==> config.mk <==
export PLATFORM = sky130hd
export DESIGN_NAME = dmi_req_sched
export DESIGN_NICKNAME = d
export VERILOG_FILES = /design/src/rtl/dmi_req_sched_pkg.sv /design/src/rtl/dmi_req_sched.sv
export SDC_FILE = /design/constraint.sdc
export NUM_CORES = 1
export LEC_CHECK = 0
export BUFFER_PORTS_ARGS = -buffer_cell sky130_fd_sc_hd__buf_2
export CAP_MARGIN = 15
export CORE_MARGIN = 2
export CORE_UTILIZATION = 30
export CTS_CLUSTER_SIZE = 40
export DETAILED_ROUTE_END_ITERATION = 10
export SLEW_MARGIN = 15
export SYNTH_ARGS = -nofsm -noshare
export SYNTH_HDL_FRONTEND = slang
export SYNTH_SLANG_ARGS = --single-unit
==> constraint.sdc <==
create_clock -name dm_clk -period 4 [get_ports dm_clk]
set_clock_uncertainty 0.1 [all_clocks]
set_input_delay 0.8 -clock dm_clk [delete_from_list [all_inputs] [get_ports dm_clk]]
set_output_delay 0.8 -clock dm_clk [all_outputs]
set_load 0.05 [all_outputs]
==> src/rtl/dmi_req_sched_pkg.sv <==
// Shared DMI definitions: op/response encodings, {addr,data,op} field offsets
// and the request scheduler state enum.
package dmi_req_sched_pkg;

  localparam logic [1:0] DMI_OP_NOP    = 2'd0;
  localparam logic [1:0] DMI_OP_READ   = 2'd1;
  localparam logic [1:0] DMI_OP_WRITE  = 2'd2;
  localparam logic [1:0] DMI_OP_RSVD   = 2'd3;

  localparam logic [1:0] DMI_RSP_OK     = 2'd0;
  localparam logic [1:0] DMI_RSP_FAILED = 2'd2;
  localparam logic [1:0] DMI_RSP_BUSY   = 2'd3;

  localparam int DMI_OP_LSB   = 0;
  localparam int DMI_DATA_LSB = 2;
  localparam int DMI_ADDR_LSB = 34;

  typedef enum logic [1:0] {
    ST_IDLE,
    ST_ISSUE,
    ST_WAIT_RSP,
    ST_PUSH
  } state_e;

endpackage

==> src/rtl/dmi_req_sched.sv <==
// DM-side DMI scheduler: pops one request from the dtm2dm FIFO, runs it against
// the register file with a timeout, and pushes exactly one response to dm2dtm.
module dmi_req_sched
  import dmi_req_sched_pkg::*;
#(
  parameter int ABITS   = 7,
  parameter int TIMEOUT = 255
) (
  input  logic             dm_clk,
  input  logic             dm_rst,
  input  logic             dtm2dm_empty,
  output logic             dtm2dm_ren,
  input  logic [ABITS+33:0] dtm2dm_data_out,
  input  logic             dm2dtm_full,
  output logic             dm2dtm_wen,
  output logic [ABITS+33:0] dm2dtm_data_in,
  output logic             reg_req_valid,
  input  logic             reg_req_ready,
  output logic             reg_req_wr,
  output logic [ABITS-1:0] reg_req_addr,
  output logic [31:0]      reg_req_wdata,
  input  logic             reg_rsp_valid,
  input  logic [31:0]      reg_rsp_rdata,
  input  logic             reg_rsp_err
);

  localparam int CW = $clog2(TIMEOUT + 1);
  localparam logic [CW-1:0] CNT_LAST = CW'(TIMEOUT - 1);
  localparam logic [CW-1:0] CNT_MAX  = CW'(TIMEOUT);

  state_e            state_q, state_d;
  logic [ABITS-1:0]  addr_q, addr_d;
  logic [31:0]       wdata_q, wdata_d;
  logic              wr_q, wr_d;
  logic [ABITS+33:0] rsp_q, rsp_d;
  logic [CW-1:0]     cnt_q, cnt_d;

  logic [ABITS-1:0]  reqAddr;
  logic [31:0]       reqData;
  logic [1:0]        reqOp;

  assign reqAddr = dtm2dm_data_out[DMI_ADDR_LSB +: ABITS];
  assign reqData = dtm2dm_data_out[DMI_DATA_LSB +: 32];
  assign reqOp   = dtm2dm_data_out[DMI_OP_LSB +: 2];

  always_ff @(posedge dm_clk or posedge dm_rst) begin
    if (dm_rst) begin
      state_q <= ST_IDLE;
      addr_q  <= '0;
      wdata_q <= '0;
      wr_q    <= 1'b0;
      rsp_q   <= '0;
      cnt_q   <= '0;
    end else begin
      state_q <= state_d;
      addr_q  <= addr_d;
      wdata_q <= wdata_d;
      wr_q    <= wr_d;
      rsp_q   <= rsp_d;
      cnt_q   <= cnt_d;
    end
  end

  // The pop is gated by reset so a request is never drained while it cannot be latched.
  always_comb begin
    state_d       = state_q;
    addr_d        = addr_q;
    wdata_d       = wdata_q;
    wr_d          = wr_q;
    rsp_d         = rsp_q;
    cnt_d         = cnt_q;
    dtm2dm_ren    = 1'b0;
    dm2dtm_wen    = 1'b0;
    reg_req_valid = 1'b0;

    case (state_q)
      ST_IDLE: begin
        dtm2dm_ren = !dtm2dm_empty && !dm_rst;
        if (!dtm2dm_empty) begin
          addr_d  = reqAddr;
          wdata_d = reqData;
          wr_d    = (reqOp == DMI_OP_WRITE);
          case (reqOp)
            DMI_OP_READ, DMI_OP_WRITE: state_d = ST_ISSUE;
            DMI_OP_NOP: begin
              rsp_d   = {reqAddr, 32'h0, DMI_RSP_OK};
              state_d = ST_PUSH;
            end
            default: begin
              rsp_d   = {reqAddr, 32'h0, DMI_RSP_FAILED};
              state_d = ST_PUSH;
            end
          endcase
        end
      end

      ST_ISSUE: begin
        reg_req_valid = 1'b1;
        if (reg_req_ready) begin
          cnt_d   = '0;
          state_d = ST_WAIT_RSP;
        end
      end

      // A response arriving on the timeout cycle still takes priority.
      ST_WAIT_RSP: begin
        if (cnt_q != CNT_MAX) begin
          cnt_d = cnt_q + CW'(1);
        end
        if (reg_rsp_valid) begin
          rsp_d   = {addr_q,
                     (!wr_q && !reg_rsp_err) ? reg_rsp_rdata : 32'h0,
                     reg_rsp_err ? DMI_RSP_FAILED : DMI_RSP_OK};
          state_d = ST_PUSH;
        end else if (cnt_q == CNT_LAST) begin
          rsp_d   = {addr_q, 32'h0, DMI_RSP_FAILED};
          state_d = ST_PUSH;
        end
      end

      ST_PUSH: begin
        dm2dtm_wen = !dm2dtm_full;
        if (!dm2dtm_full) begin
          state_d = ST_IDLE;
        end
      end

      default: state_d = ST_IDLE;
    endcase
  end

  assign reg_req_wr     = wr_q;
  assign reg_req_addr   = addr_q;
  assign reg_req_wdata  = wdata_q;
  assign dm2dtm_data_in = rsp_q;

endmodule
==> impl_metrics.ini <==
[outcome]
status = complete, no violations

[timing]
finalCritPeriodShare_pct = 70.1
tns_ns = 0
fmax_mhz = 357
rsz0062_at_grt = no
worst_pin_slew_ns = 0.845
maxSlewViolCount = 0
relSlewSlack_pct = 43.5
hold_viol = 0
setup_viol = 0
finalCriticalPeriod_ns = 2.80

[yosys]
ys_warn_count = 0
syn-num-nets = 433
ys_ff_latch = 90
netlist_instances = 344
syn_avg_cell_area_um2 = 11.7
synthDistinctLibCells = 33
yosysSeqAreaShare_pct = 56.0
syn_area_um2 = 4020

[critical_path]
crit_path_end_kind = flop
critPathRequiredTime_ns = 4.14
arrival_ns = 2.94
path_class = flop to flop
cp-start-kind = flop
critPathMaxFanout = 36
ff2ff_path_depth = 7

[drt]
vias = 3160
avgRoutedWirePerCell_um = 14.1
drc = 0
drt_iter0_markers = 144
totalWireLength_mm = 9.54
viasPerCell = 4.66
final_antenna_net_count = 0
drt_pass1_iterations = 4

[final_layout]
areaGrowthSynthToFinish_pct = 33.6
multiInputGateArea_um2 = 1680
final-seq-area_um2 = 2250
diodes = 0
final_cells = 678
nNetsFinal = 586
fill_cells = 1278
drive_above_1_share_pct = 49.0

[floorplanning]
pin_count = 164
start_util_pct = 30.5
die_x_um = 120
coreArea_um2 = 13200
dieArea_um2 = 14400
rows = 42
die_h_um = 120

[grt]
grt_pass1_vias = 2897
grt_pass1_wl_mm = 14.9
gr-total-overflow = 0
grt_max_degree = 65
grtUsageTotal_pct = 13.1
antenna_found_initial = 1

[worst_hold_path]
hp-class = flop to flop
min_path_cells = 1

[cts]
clk_path_buf_depth = 2
clk_latency_ns = 0.33
cts_setup_buffers = 0
cts_buffers = 9
cts_hold_buf = 0
cts.sinks = 90
clkTransAtPathRegs_ns = 0.06
root_buffer = clkbuf_16
cts_tree = done
h-tree-depth = 3
cts_resized = 0

[power_and_ir_drop]
irDropWorstVdd_mv = 0.402
leakagePower_uw = 0.00258
p_per_area_nw_per_um2 = 932

[placed_design]
io_buffers = 162
gp_congestion = 0.757
dpl.hpwl_mm = 6.76
dp_cells = 662

[flow_run]
maxCapViolations = 0
[sequential cells by signal (all words and copies together), names as in the netlist]
register and count:
cnt_q 8, dm2dtm_data_in 40, reg_req_addr 7, reg_req_wdata 32, reg_req_wr 1, state_q 2
[cells in the mapped netlist, drive strengths merged]
cell | number | area, um2
clkbuf | 16 | 60.1
nand2b | 2 | 12.5
or3 | 1 | 6.26
ha | 9 | 113
and4 | 2 | 17.5
or4b | 3 | 30.0
a221o | 1 | 10.0
o21ai | 37 | 185
nor4b | 2 | 23.8
and2 | 1 | 6.26
nor2b | 3 | 18.8
nand2 | 45 | 169
o211ai | 1 | 7.51
o31ai | 32 | 240
nor2 | 5 | 26.3
mux2 | 55 | 619
a41oi | 1 | 8.76
o221ai | 1 | 8.76
inv | 7 | 26.3
conb | 1 | 3.75
nand3b | 1 | 7.51
a211o | 1 | 8.76
a311o | 1 | 10.0
buf | 11 | 53.8
mux2i | 3 | 30.0
and3 | 3 | 23.8
dfrtp | 90 | 2250
nand3 | 9 | 45.0
[critical path, stage by stage, from the launching register on]
cell and delay [ns]:
dfrtp_1 0.41, inv_1 0.14, ha_1 0.50, nand2b_1 0.17, a41oi_4 0.71, buf_4 0.43
o21ai_0 0.15, o31ai_1 0.10
[cell type report]
cell class / instances / share of cell area [%]
Clock buffer: 12 / 4.77
Clock inverter: 4 / 1.37
Inverter: 7 / 0.559
Multi-Input combinational cell: 220 / 31.2
Sequential cell: 90 / 41.9
Tap cell: 176 / 4.10
Timing Repair Buffer: 169 / 16.1
[stage by stage]
stage | power, uW | util [%] | setup WS [ns] | area, um2 | hold slack (ns)
floorplan | 3500 | - | 0.443 | 4030 | 0.390
global placement | 4060 | 38.2 | 1.33 | 5040 | 0.383
detailed placement | 4130 | 38.2 | 1.17 | 5040 | 0.390
CTS | 5080 | 40.8 | 1.17 | 5380 | 0.405
global route | 5280 | 40.8 | 0.901 | 5380 | 0.415
finish | 5010 | 40.8 | 1.20 | 5380 | 0.401
[where the power goes]
group	internal, uW	total [uW]	switching [uW]
sequential	1280	1500	222
clock	582	927	345
combinational	729	2580	1860
[cells by family after synthesis]
| family | after synthesis | share of synthesized area, % |
|---|---|---|
| AOI/OAI and AO/OA | 75 | 11.9 |
| and+or+nand+nor | 77 | 9.61 |
| other | 1 | 0.0932 |
| adders and majority gates | 9 | 2.80 |
| DFF | 90 | 56.0 |
| muxes | 58 | 16.1 |
| buffers and inverters | 34 | 3.48 |
[per-layer routing]
| layer | global-route usage [%] | wire (um) | vias to the layer above | part of all wire, % |
|---|---|---|---|---|
| li1 | - | - | 1524 | - |
| met1 | 16.7 | 4100 | 1530 | 43 |
| met2 | 21.9 | 4810 | 100 | 50 |
| met3 | 3.42 | 520 | 6 | 5.5 |
| met4 | 3.97 | 104 | 0 | 1.1 |
| met5 | 0 | 0 | - | 0 |
[path summary, 6_finish.rpt]
path                                               start                              to  slack, ns
hold / removal             reg_req_wdata[19]$_DFFE_PP0P_   reg_req_wdata[19]$_DFFE_PP0P_       0.40
setup reg to reg                  state_q[0]$_DFFE_PP0P_  dm2dtm_data_in[29]$_DFFE_PP0P_       1.20
max in group asynchronous                         dm_rst  dm2dtm_data_in[16]$_DFFE_PP0P_       2.21
hold reg to reg            reg_req_wdata[19]$_DFFE_PP0P_   reg_req_wdata[19]$_DFFE_PP0P_       0.40
setup / recovery                  state_q[0]$_DFFE_PP0P_  dm2dtm_data_in[29]$_DFFE_PP0P_       1.20
min in group asynchronous                         dm_rst   reg_req_wdata[24]$_DFFE_PP0P_       0.47
[placed cells by master (no fill, tap or decap), drive strengths merged]
master / n
buf: 169
dfrtp: 90
mux2: 55
nand2: 45
o21ai: 37
o31ai: 32
clkbuf: 12
nand3: 9
ha: 9
inv: 6
nor2: 5
or4b: 3
nor2b: 3
mux2i: 3
and3: 3
and4: 2
nand2b: 2
bufinv: 2
nor4b: 2
clkinv: 2
a41oi: 1
a221o: 1
clkinvlp: 1
and2: 1
a311o: 1
or3: 1
o211ai: 1
nand3b: 1
o221ai: 1
a211o: 1
conb: 1
(Power assumes the default switching activity.)
